**config.mk**
```make
export PLATFORM = sky130hd
export DESIGN_NAME = trace_sink_buffer
export DESIGN_NICKNAME = d
export VERILOG_FILES = /design/src/rtl/trace_sink_buffer.sv
export SDC_FILE = /design/constraint.sdc
export NUM_CORES = 1
export LEC_CHECK = 0
export CORE_MARGIN = 2
export CORE_UTILIZATION = 35
export DETAILED_ROUTE_END_ITERATION = 6
export PLACE_DENSITY = 0.6
export RECOVER_POWER = 100
export SETUP_SLACK_MARGIN = 0.5
export SYNTH_ARGS = -nofsm -noshare
export SYNTH_HDL_FRONTEND = slang
export SYNTH_SLANG_ARGS = --single-unit
export TNS_END_PERCENT = 30
```
**constraint.sdc**
```tcl
create_clock -name clk -period 6 [get_ports clk]
set_input_delay 0.9 -clock clk [delete_from_list [all_inputs] [get_ports clk]]
set_output_delay 0.9 -clock clk [all_outputs]
set_load 0.02 [all_outputs]
```
**src/rtl/trace_sink_buffer.sv**
```systemverilog
// rtl/trace_sink_buffer.sv - kept-instruction FIFO with packetised valid/ready output and loss statistics
package continuous_monitoring_system_pkg;
  localparam int RISC_V_INSTRUCTION_WIDTH = 32;
endpackage

module trace_sink_buffer
  import continuous_monitoring_system_pkg::*;
#(
  parameter int INSTR_WIDTH = RISC_V_INSTRUCTION_WIDTH,
  parameter int DEPTH       = 16,
  parameter int PACKET_LEN  = 8,
  parameter int CNT_WIDTH   = 16
) (
  input  logic                     clk,
  input  logic                     rst_n,
  input  logic                     instr_valid,
  input  logic [INSTR_WIDTH-1:0]   instr,
  input  logic                     drop_instr,
  input  logic                     flush,
  input  logic                     clear_counters,
  output logic                     m_valid,
  output logic [INSTR_WIDTH-1:0]   m_data,
  output logic                     m_last,
  input  logic                     m_ready,
  output logic [$clog2(DEPTH):0]   fill_level,
  output logic [CNT_WIDTH-1:0]     dropped_count,
  output logic [CNT_WIDTH-1:0]     overflow_count,
  output logic                     overflow_flag,
  output logic                     flush_done
);

  localparam int AW = $clog2(DEPTH);
  localparam int PW = (PACKET_LEN > 1) ? $clog2(PACKET_LEN) : 1;
  localparam logic [AW:0]   FULL_LVL = (AW+1)'(DEPTH);
  localparam logic [AW:0]   ONE_LVL  = (AW+1)'(1);
  localparam logic [PW-1:0] LAST_CNT = PW'(PACKET_LEN - 1);

  typedef enum logic {
    ST_RUN,
    ST_FLUSH
  } state_e;

  logic [INSTR_WIDTH-1:0] mem_q [DEPTH];
  logic [AW-1:0]          wr_ptr_q, rd_ptr_q;
  logic [AW:0]            count_q;
  logic [PW-1:0]          pkt_cnt_q;
  state_e                 state_q, state_d;
  logic                   flush_done_q, flush_done_d;
  logic [CNT_WIDTH-1:0]   dropped_q, overflow_q;
  logic                   flag_q;

  logic kept, dropped, wr_en, rd_en, lost;

  // Classify the sampled instruction and decide write/read/loss for this cycle
  always_comb begin
    kept    = instr_valid & ~drop_instr;
    dropped = instr_valid & drop_instr;
    // Fullness uses the pre-edge occupancy; a same-cycle read does not make room
    wr_en   = kept && (state_q == ST_RUN) && (count_q != FULL_LVL);
    rd_en   = m_valid && m_ready;
    lost    = kept && !wr_en;
  end

  // Output stream: head of FIFO, masked to zero while empty so reset shows m_data=0
  always_comb begin
    m_valid = (count_q != '0);
    m_data  = m_valid ? mem_q[rd_ptr_q] : '0;
    m_last  = m_valid && ((pkt_cnt_q == LAST_CNT) ||
                          ((state_q == ST_FLUSH) && (count_q == ONE_LVL)));
  end

  assign fill_level     = count_q;
  assign dropped_count  = dropped_q;
  assign overflow_count = overflow_q;
  assign overflow_flag  = flag_q;
  assign flush_done     = flush_done_q;

  // FIFO storage; contents need no reset because m_data is masked by m_valid
  always_ff @(posedge clk) begin
    if (wr_en) mem_q[wr_ptr_q] <= instr;
  end

  // FIFO pointers, occupancy and packet word counter
  always_ff @(posedge clk or negedge rst_n) begin
    if (!rst_n) begin
      wr_ptr_q  <= '0;
      rd_ptr_q  <= '0;
      count_q   <= '0;
      pkt_cnt_q <= '0;
    end else begin
      if (wr_en) wr_ptr_q <= wr_ptr_q + 1'b1;
      if (rd_en) begin
        rd_ptr_q  <= rd_ptr_q + 1'b1;
        pkt_cnt_q <= m_last ? '0 : pkt_cnt_q + 1'b1;
      end
      case ({wr_en, rd_en})
        2'b10:   count_q <= count_q + 1'b1;
        2'b01:   count_q <= count_q - 1'b1;
        default: count_q <= count_q;
      endcase
    end
  end

  // Flush sequencing: enter FLUSH unless already empty, leave on the final word's handshake
  always_comb begin
    state_d      = state_q;
    flush_done_d = 1'b0;
    case (state_q)
      ST_RUN: begin
        if (flush) begin
          if (count_q == '0) flush_done_d = 1'b1;
          else               state_d      = ST_FLUSH;
        end
      end
      ST_FLUSH: begin
        if (rd_en && m_last && (count_q == ONE_LVL)) begin
          state_d      = ST_RUN;
          flush_done_d = 1'b1;
        end
      end
      default: state_d = ST_RUN;
    endcase
  end

  // FSM state and registered flush_done pulse
  always_ff @(posedge clk or negedge rst_n) begin
    if (!rst_n) begin
      state_q      <= ST_RUN;
      flush_done_q <= 1'b0;
    end else begin
      state_q      <= state_d;
      flush_done_q <= flush_done_d;
    end
  end

  // Saturating drop/loss statistics; clear takes priority over a same-cycle increment
  always_ff @(posedge clk or negedge rst_n) begin
    if (!rst_n) begin
      dropped_q  <= '0;
      overflow_q <= '0;
      flag_q     <= 1'b0;
    end else if (clear_counters) begin
      dropped_q  <= '0;
      overflow_q <= '0;
      flag_q     <= 1'b0;
    end else begin
      if (dropped && (dropped_q != '1)) dropped_q <= dropped_q + 1'b1;
      if (lost) begin
        flag_q <= 1'b1;
        if (overflow_q != '1) overflow_q <= overflow_q + 1'b1;
      end
    end
  end

endmodule

```
==> results of run 1 <==
power by group through the flow:
| stage | clock [mW] | combinational [mW] | sequential, mW |
|---|---|---|---|
| after global placement | 0 | 3.23 | 4.78 |
| after global routing | 3.68 | 3.29 | 4.71 |
| final | 3.45 | 3.07 | 4.68 |
| after floorplan | 0 | 2.29 | 4.51 |
| after CTS | 3.53 | 3.25 | 4.70 |
| after detailed placement | 0 | 3.23 | 4.78 |
cells by family after synthesis:
| kind of cell | share of synthesized area |
|---|---|
| flops | 0.7508 |
| mux | 0.1624 |
| simple gates | 0.03165 |
| compound gates | 0.02082 |
| buf+inv | 0.01377 |
| xor+xnor | 0.01264 |
| fa+ha+maj | 0.007899 |
layout make-up:
| class | count | area share |
|---|---|---|
| antenna | 1 | 0.00009606 |
| clock buffer | 66 | 0.05442 |
| clock inverter | 36 | 0.01412 |
| inverter | 7 | 0.001009 |
| multi-input combinational | 447 | 0.2008 |
| sequential | 563 | 0.6396 |
| tap | 846 | 0.04063 |
| timing repair buffer | 138 | 0.04933 |
per-stage QoR:
step	utilization	cells	cell area, µm²
6_report	0.4145	2104	26050
5_1_grt	0.4145	2104	26050
4_1_cts	0.4169	2103	26200
3_5_place_dp	0.3885	2001	24420
3_3_place_gp	0.3885	2001	24420
2_1_floorplan	-	1072	22180
worst register-to-register path, cell delays in order (launching register included):
cell and delay, ns:
dfrtp_1 0.45, inv_1 0.11, ha_1 0.27, and4bb_1 0.28
nor3b_1 0.84, nand2_1 0.41, nor2_1 1.36, clkbuf_2 0.71
per-layer routing:
metal,global-route usage,vias to the layer above,part of all wire
li1,-,4701,-
met1,0.2060,5812,0.45
met2,0.2424,224,0.48
met3,0.02832,78,0.045
met4,0.04045,2,0.022
met5,0,-,0.00027
worst paths after layout:
kind	startpoint	endpoint	slack, ns	depth (start not counted)
worst max-delay path	rd_ptr_q[0]	m_data[8]	1.10	5
max in group asynchronous	rst_n	rd_ptr_q[0]	2.62	2
worst max register to register	fill_level[0]	mem_q[15][12]	1.19	7
worst min register to register	overflow_flag	overflow_flag	0.51	2
min in group asynchronous	rst_n	overflow_flag	1.32	2
worst min-delay path	overflow_flag	overflow_flag	0.51	2
flip-flops by register name (all words and copies together) (netlist names):
register	cells
mem_q	512
dropped_count	16
overflow_count	16
fill_level	5
rd_ptr_q	4
wr_ptr_q	4
pkt_cnt_q	3
flush_done	1
overflow_flag	1
state_q	1
cell usage after synthesis (5+ instances only):
master | number | share of area
edfxtp_1 | 512 | 0.69
buf_2 | 7 | 0.0016
buf_4 | 13 | 0.0044
nor2_1 | 47 | 0.0080
and3_1 | 6 | 0.0017
and4_1 | 5 | 0.0020
o22ai_1 | 32 | 0.0090
a211oi_1 | 6 | 0.0020
ha_1 | 14 | 0.0079
o21ai_0 | 5 | 0.0011
nand3_1 | 7 | 0.0016
a21oi_1 | 12 | 0.0027
inv_1 | 7 | 0.0012
clkbuf_1 | 20 | 0.0034
nand2_1 | 22 | 0.0037
xnor2_1 | 16 | 0.0063
mux2i_1 | 67 | 0.030
nand2b_1 | 5 | 0.0014
mux4_2 | 128 | 0.13
buf_1 | 13 | 0.0022
nor3_1 | 6 | 0.0014
dfrtp_1 | 51 | 0.058
xor2_1 | 16 | 0.0063
nand4_1 | 15 | 0.0042
cell usage in the layout, fill, tap and decap left out, drive strengths merged, types with 3 or more instances in the layout:
master         synthesis  layout
ha                    14      14
clkinv                 0      26
bufinv                 0       7
nor2                  47      47
nand2                 22      22
and3                   6       6
clkdlybuf4s50          0      10
o21ai                  6       6
dlygate4sd3            0     100
inv                    7       9
nor2b                  3       3
mux2                   4       4
mux4                 128     128
buf                   35      12
a31oi                  3       3
edfxtp               512     512
o22ai                 32      32
dfrtp                 51      51
nand3                  7       7
or3                    3       3
mux2i                 67      67
a211oi                 6       6
nor3                   7       7
a21oi                 13      13
clkbuf                20      82
xnor2                 16      16
and4                   8       8
nand2b                 5       5
xor2                  16      16
nand4                 15      15
==> summary.txt, run 1 <==
Synthesis
  • Number of synthesized flops with an enable pin: 512
  • YS warnings: 0
  • Number of library cell types mapped by synthesis: 51
  • Cell area after synthesis: 22,180 µm²
  • Synth Flop Type: edfxtp_1
  • Syn Area/Cell: 20.69 µm²
  • Post-synthesis sequential area ratio: 0.7508
  • Post-Synthesis Cells: 1,072
  • Syn nets: 1,125
  • #FFs+latches synth: 563
  • Asr flop ratio synth: 0.09059

Layout
  • Fraction of layout cells with a size suffix above 1: 0.1973
  • Sequential Area: 16,660 µm²
  • Final net count: 1,265
  • Footprint of the multi-input gates: 5231 µm²
  • Fillers: 5,506
  • P&R area growth vs syn: 17.47%

Worst setup path
  • Worst setup EP type: output pin
  • Slowest stage delay, CP: 0.94 ns
  • Crit path buf inv count: 2
  • CP max FO: 38
  • CP Launch Type: flip-flop
  • Top Family by Delay on Critical Path: buffers and inverters
  • Crit path kind: flip-flop to output pin
  • Slowest stage cell on the critical path: dfrtp_4
  • Worst Path Required: 5.10 ns
  • CP cell instances: clkbuf_2 > mux4_2 > mux2i_1 > o22ai_1 > dlygate4sd3_1
  • Crit path DAT: 4.00 ns

Timing
  • Setup Viol. Count Final: 0
  • Fmax: 0.2043 GHz
  • Slew Viols, Final: 333
  • Worst-margin pin slew: 2.894 ns
  • Final setup TNS: 0 ns
  • Layout Skew: 0.01253 ns
  • Slew headroom: -0.9294
  • Min Tclk post-route: 4.895 ns
  • Final worst-path cycle share: 0.8158
  • RSZ-0062 raised after global routing: no
  • PnR worst setup slack: 1.105 ns
  • WHS: 0.5128 ns
  • Final Hold Viols: 0

Route
  • Via/cell ratio: 5.141
  • Drt pass-1 iters: 5
  • Via count: 10,820
  • Post-DR wirelength/cell: 23.19 µm
  • WL final: 48,800 µm
  • Final ANT Viol Nets: 0
  • DR iter-0 viols: 865
  • DRC Markers: 0

Global routing
  • Grt total ovfl: 0
  • Vias in the first global route: 11,290
  • Initial antenna violation count: 2
  • Pin count of the biggest net entering global routing: 60
  • GRT Util Overall: 0.1490
  • First-pass GRT wire length: 73,400 µm

Clocking
  • # hold bufs at CTS: 0
  • CTS tree: built
  • H-tree lvl count: 2
  • Clk sinks: 563
  • Root buf cell: clkbuf_16
  • Maximum root-to-sink buffer count: 3
  • Setup bufs post-CTS: 0
  • Clk_lat worst skew: 0.60 ns
  • Num CTS Buffers: 55
  • Clk pin slew, worst setup/hold paths: 0.06 ns
  • Post-cts resize count: 0

Power
  • Clk network pwr share: 0.308
  • Internal: 7.855 mW
  • Sequential Power Share: 0.418
  • Tot Pwr: 11.20 mW
  • Power per cell area: 429.8 nW/µm²
  • Comb pwr share: 0.274
  • Switch share: 0.2985
  • Switch Pwr: 3.343 mW
  • Leak: 8.585 nW
  • Worst IR Drop VDD: 0.0002153 V

Run status
  • Failing checks: max-capacitance violations, max-slew violations
  • Run status: finished with violations

Floorplanning
  • Initial cell density of the core: 0.3529
  • Die Wd: 255.7 µm
  • Rows: 92
  • IO Pins: 112
  • Core ar.: 62,850 µm²
  • Die area: 65,390 µm²
  • Die Ht: 255.7 µm

Place
  • Routability cong.: 0.7651
  • Dpl ws: 1.918 ns
  • IO Port Bufs: 111
  • HPWL after DPL: 27,330 µm

Min path
  • Worst min path class: flip-flop to flip-flop

Flow run
  • Max Cap Viol: 12
Power figures use the tool's default switching activity.
==> run 2, diff against run 1 <==
--- a/config.mk
+++ b/config.mk
@@ -8,7 +8,7 @@
 export CORE_MARGIN = 2
 export CORE_UTILIZATION = 35
 export DETAILED_ROUTE_END_ITERATION = 6
-export PLACE_DENSITY = 0.6
+export PLACE_DENSITY = 0.62
 export RECOVER_POWER = 100
 export SETUP_SLACK_MARGIN = 0.5
 export SYNTH_ARGS = -nofsm -noshare
==> constraint.sdc (replaced) <==
create_clock -name clk -period 4.2 [get_ports clk]
set_input_delay 0.63 -clock clk [delete_from_list [all_inputs] [get_ports clk]]
set_output_delay 0.63 -clock clk [all_outputs]
set_load 0.02 [all_outputs]
==> run 2 against run 1 <==
Clock-buffer cell count is 5 higher. Clock skew up 0.019 ns. Cell area up 1.4%. The run still ends with max-capacitance violations, max-slew violations left. Utilization is 0.60 points higher. Total power grew 46%. Global-route usage is 0.052 points lower. Routed wire length shrank 0.80%. Worst setup slack got worse by 0.69 ns.
==> summary.txt, run 2 (synthesized netlist as in run 1, its figures left out) <==
Layout
  • Design area: 26,430 µm²
  • Commonest non-fill, non-tap cells in the layout: edfxtp_1 (512), mux4_2 (128), dlygate4sd3_1 (86)
  • Fraction of layout cells with a size suffix above 1: 0.2083
  • Fillers: 5,569
  • Finished Layout Cells: 2,123
  • Final net count: 1,285
  • Most common library cell in the layout ignoring fill and taps: edfxtp_1
  • Sequential Area: 16,660 µm²
  • Footprint of the multi-input gates: 5266 µm²
  • Number of antenna repair diodes: 0
  • Max reg flops: 512
  • P&R area growth vs syn: 19.16%
  • Most flops, register: mem_q

Power
  • Power per cell area: 617.2 nW/µm²
  • Tot Pwr: 16.31 mW
  • Worst IR Drop VDD: 0.0003363 V
  • Leak: 8.779 nW

Route
  • DR iter-0 viols: 911
  • WL final: 48,410 µm
  • Via/cell ratio: 5.142
  • DRC Markers: 0
  • Post-DR wirelength/cell: 22.80 µm
  • Via count: 10,920
  • Drt pass-1 iters: 7
  • Final ANT Viol Nets: 0

Worst setup path
  • FF-to-FF path depth: 8
  • CP max FO: 13
  • Reg2reg setup slack: 0.41 ns
  • CP Launch Type: flip-flop
  • Reg2Reg Launch Point: fill_level[0]
  • Worst setup startpoint: fill_level[0]
  • Crit path kind: flip-flop to flip-flop
  • Worst setup EP type: flip-flop
  • Slowest stage cell on the critical path: nor3b_1
  • Critical Path End: mem_q[6][25]
  • Worst Path Required: 4.42 ns
  • CP cell instances: inv_1 > ha_1 > and4bb_1 > nor3b_1 > clkbuf_1 > nand2_1 > nor2_1 > clkbuf_2
  • Crit path DAT: 4.01 ns
  • Critical R2R Capture: mem_q[6][25]
  • Slowest stage delay, CP: 0.62 ns

Timing
  • Final worst-path cycle share: 0.9020
  • Slew Viols, Final: 41
  • RSZ-0062 raised after global routing: yes
  • Worst-margin pin slew: 2.344 ns
  • Final Hold Viols: 0
  • Setup Viol. Count Final: 0
  • Fmax: 0.2640 GHz
  • Min Tclk post-route: 3.788 ns
  • PnR worst setup slack: 0.4115 ns
  • Layout Skew: 0.03180 ns
  • Slew headroom: -0.5630
  • Final setup TNS: 0 ns

Clocking
  • Clk sinks: 563
  • Clk_lat worst skew: 0.61 ns
  • CTS tree: built
  • Root buf cell: clkbuf_16
  • Num CTS Buffers: 57
  • H-tree lvl count: 2
  • Maximum root-to-sink buffer count: 3
  • Clk pin slew, worst setup/hold paths: 0.06 ns

Global routing
  • GRT Util Overall: 0.1484
  • Initial antenna violation count: 6
  • First-pass GRT wire length: 73,370 µm
  • Pin count of the biggest net entering global routing: 44
  • Grt total ovfl: 0
  • Vias in the first global route: 11,420

Flow run
  • Max Cap Viol: 1

Floorplanning
  • Die area: 65,390 µm²
  • Die Ht: 255.7 µm
  • Rows: 92
  • Die Wd: 255.7 µm
  • Core ar.: 62,850 µm²
  • IO Pins: 112
  • Initial cell density of the core: 0.3529

Place
  • Placed insts: 2,015
  • Dpl ws: 0.7716 ns
  • IO Port Bufs: 111
  • Routability cong.: 0.7609
  • HPWL after DPL: 28,240 µm
  • DP Area: 24,630 µm²

Run status
  • Run status: finished with violations
  • Failing checks: max-capacitance violations, max-slew violations

Min path
  • Worst min path class: flip-flop to flip-flop
-- run 2: changes by cell type in the layout (fill, tap and decap cells not counted), moves of 3 or more --
cell	previous run	this run
buf_16	0	3
nor2_2	5	0
buf_12	2	8
clkdlybuf4s50_1	10	19
clkbuf_1	18	24
clkinv_1	13	9
dlygate4sd3_1	100	86
nor2_1	38	42
clkbuf_2	9	12
-- run 2: how the worst min path moves through the flow --
stage	from	end	depth (start not counted)
after floorplan	rst_n	dropped_count[0]	0
after global placement	pkt_cnt_q[1]	pkt_cnt_q[1]	1
after detailed placement	overflow_flag	overflow_flag	2
after CTS	rst_n	overflow_count[12]	1
after global routing	pkt_cnt_q[1]	pkt_cnt_q[1]	1
final	overflow_flag	overflow_flag	2
-- run 2: metrics by stage --
stage | hold WS, ns | util
after floorplan | 0.3344 | -
after global placement | 0.4938 | 0.3920
after detailed placement | 0.5043 | 0.3920
after CTS | 0.1742 | 0.4236
after global routing | 0.5394 | 0.4205
final | 0.5111 | 0.4205
-- run 2: timing repair --
item,CTS,global route
gates resized for setup,13,5
endpoints found under the setup margin,32,29
hold buffers,0,0
setup buffers,1,0
gates cloned,3,0
-- run 2: critical path: cells and delay by family, from the launching register on --
family,cells,cell delay [ns]
buf+inv,3,0.99
fa+ha+maj,1,0.30
simple gates,4,1.63
flops,1,0.45
-- run 2: layout make-up --
type                       instances  area share
clock buffer                      71     0.05596
clock inverter                    33     0.01392
inverter                           7   0.0009943
multi-input combinational        448      0.1993
sequential                       563      0.6305
tap                              846     0.04006
timing repair buffer             155     0.05928
-- run 2: power by group --
group,internal [mW],switching (mW),total (mW)
combinational,2.35,2.45,4.80
sequential,6.23,0.286,6.51
clock,2.88,2.11,4.99
-- run 2: metal layers --
layer	part of all wire	vias to the layer above	GRT usage
li1	-	4749	-
met1	0.43	5832	0.1997
met2	0.51	264	0.2527
met3	0.050	69	0.02634
met4	0.015	2	0.03249
met5	0.00031	-	0
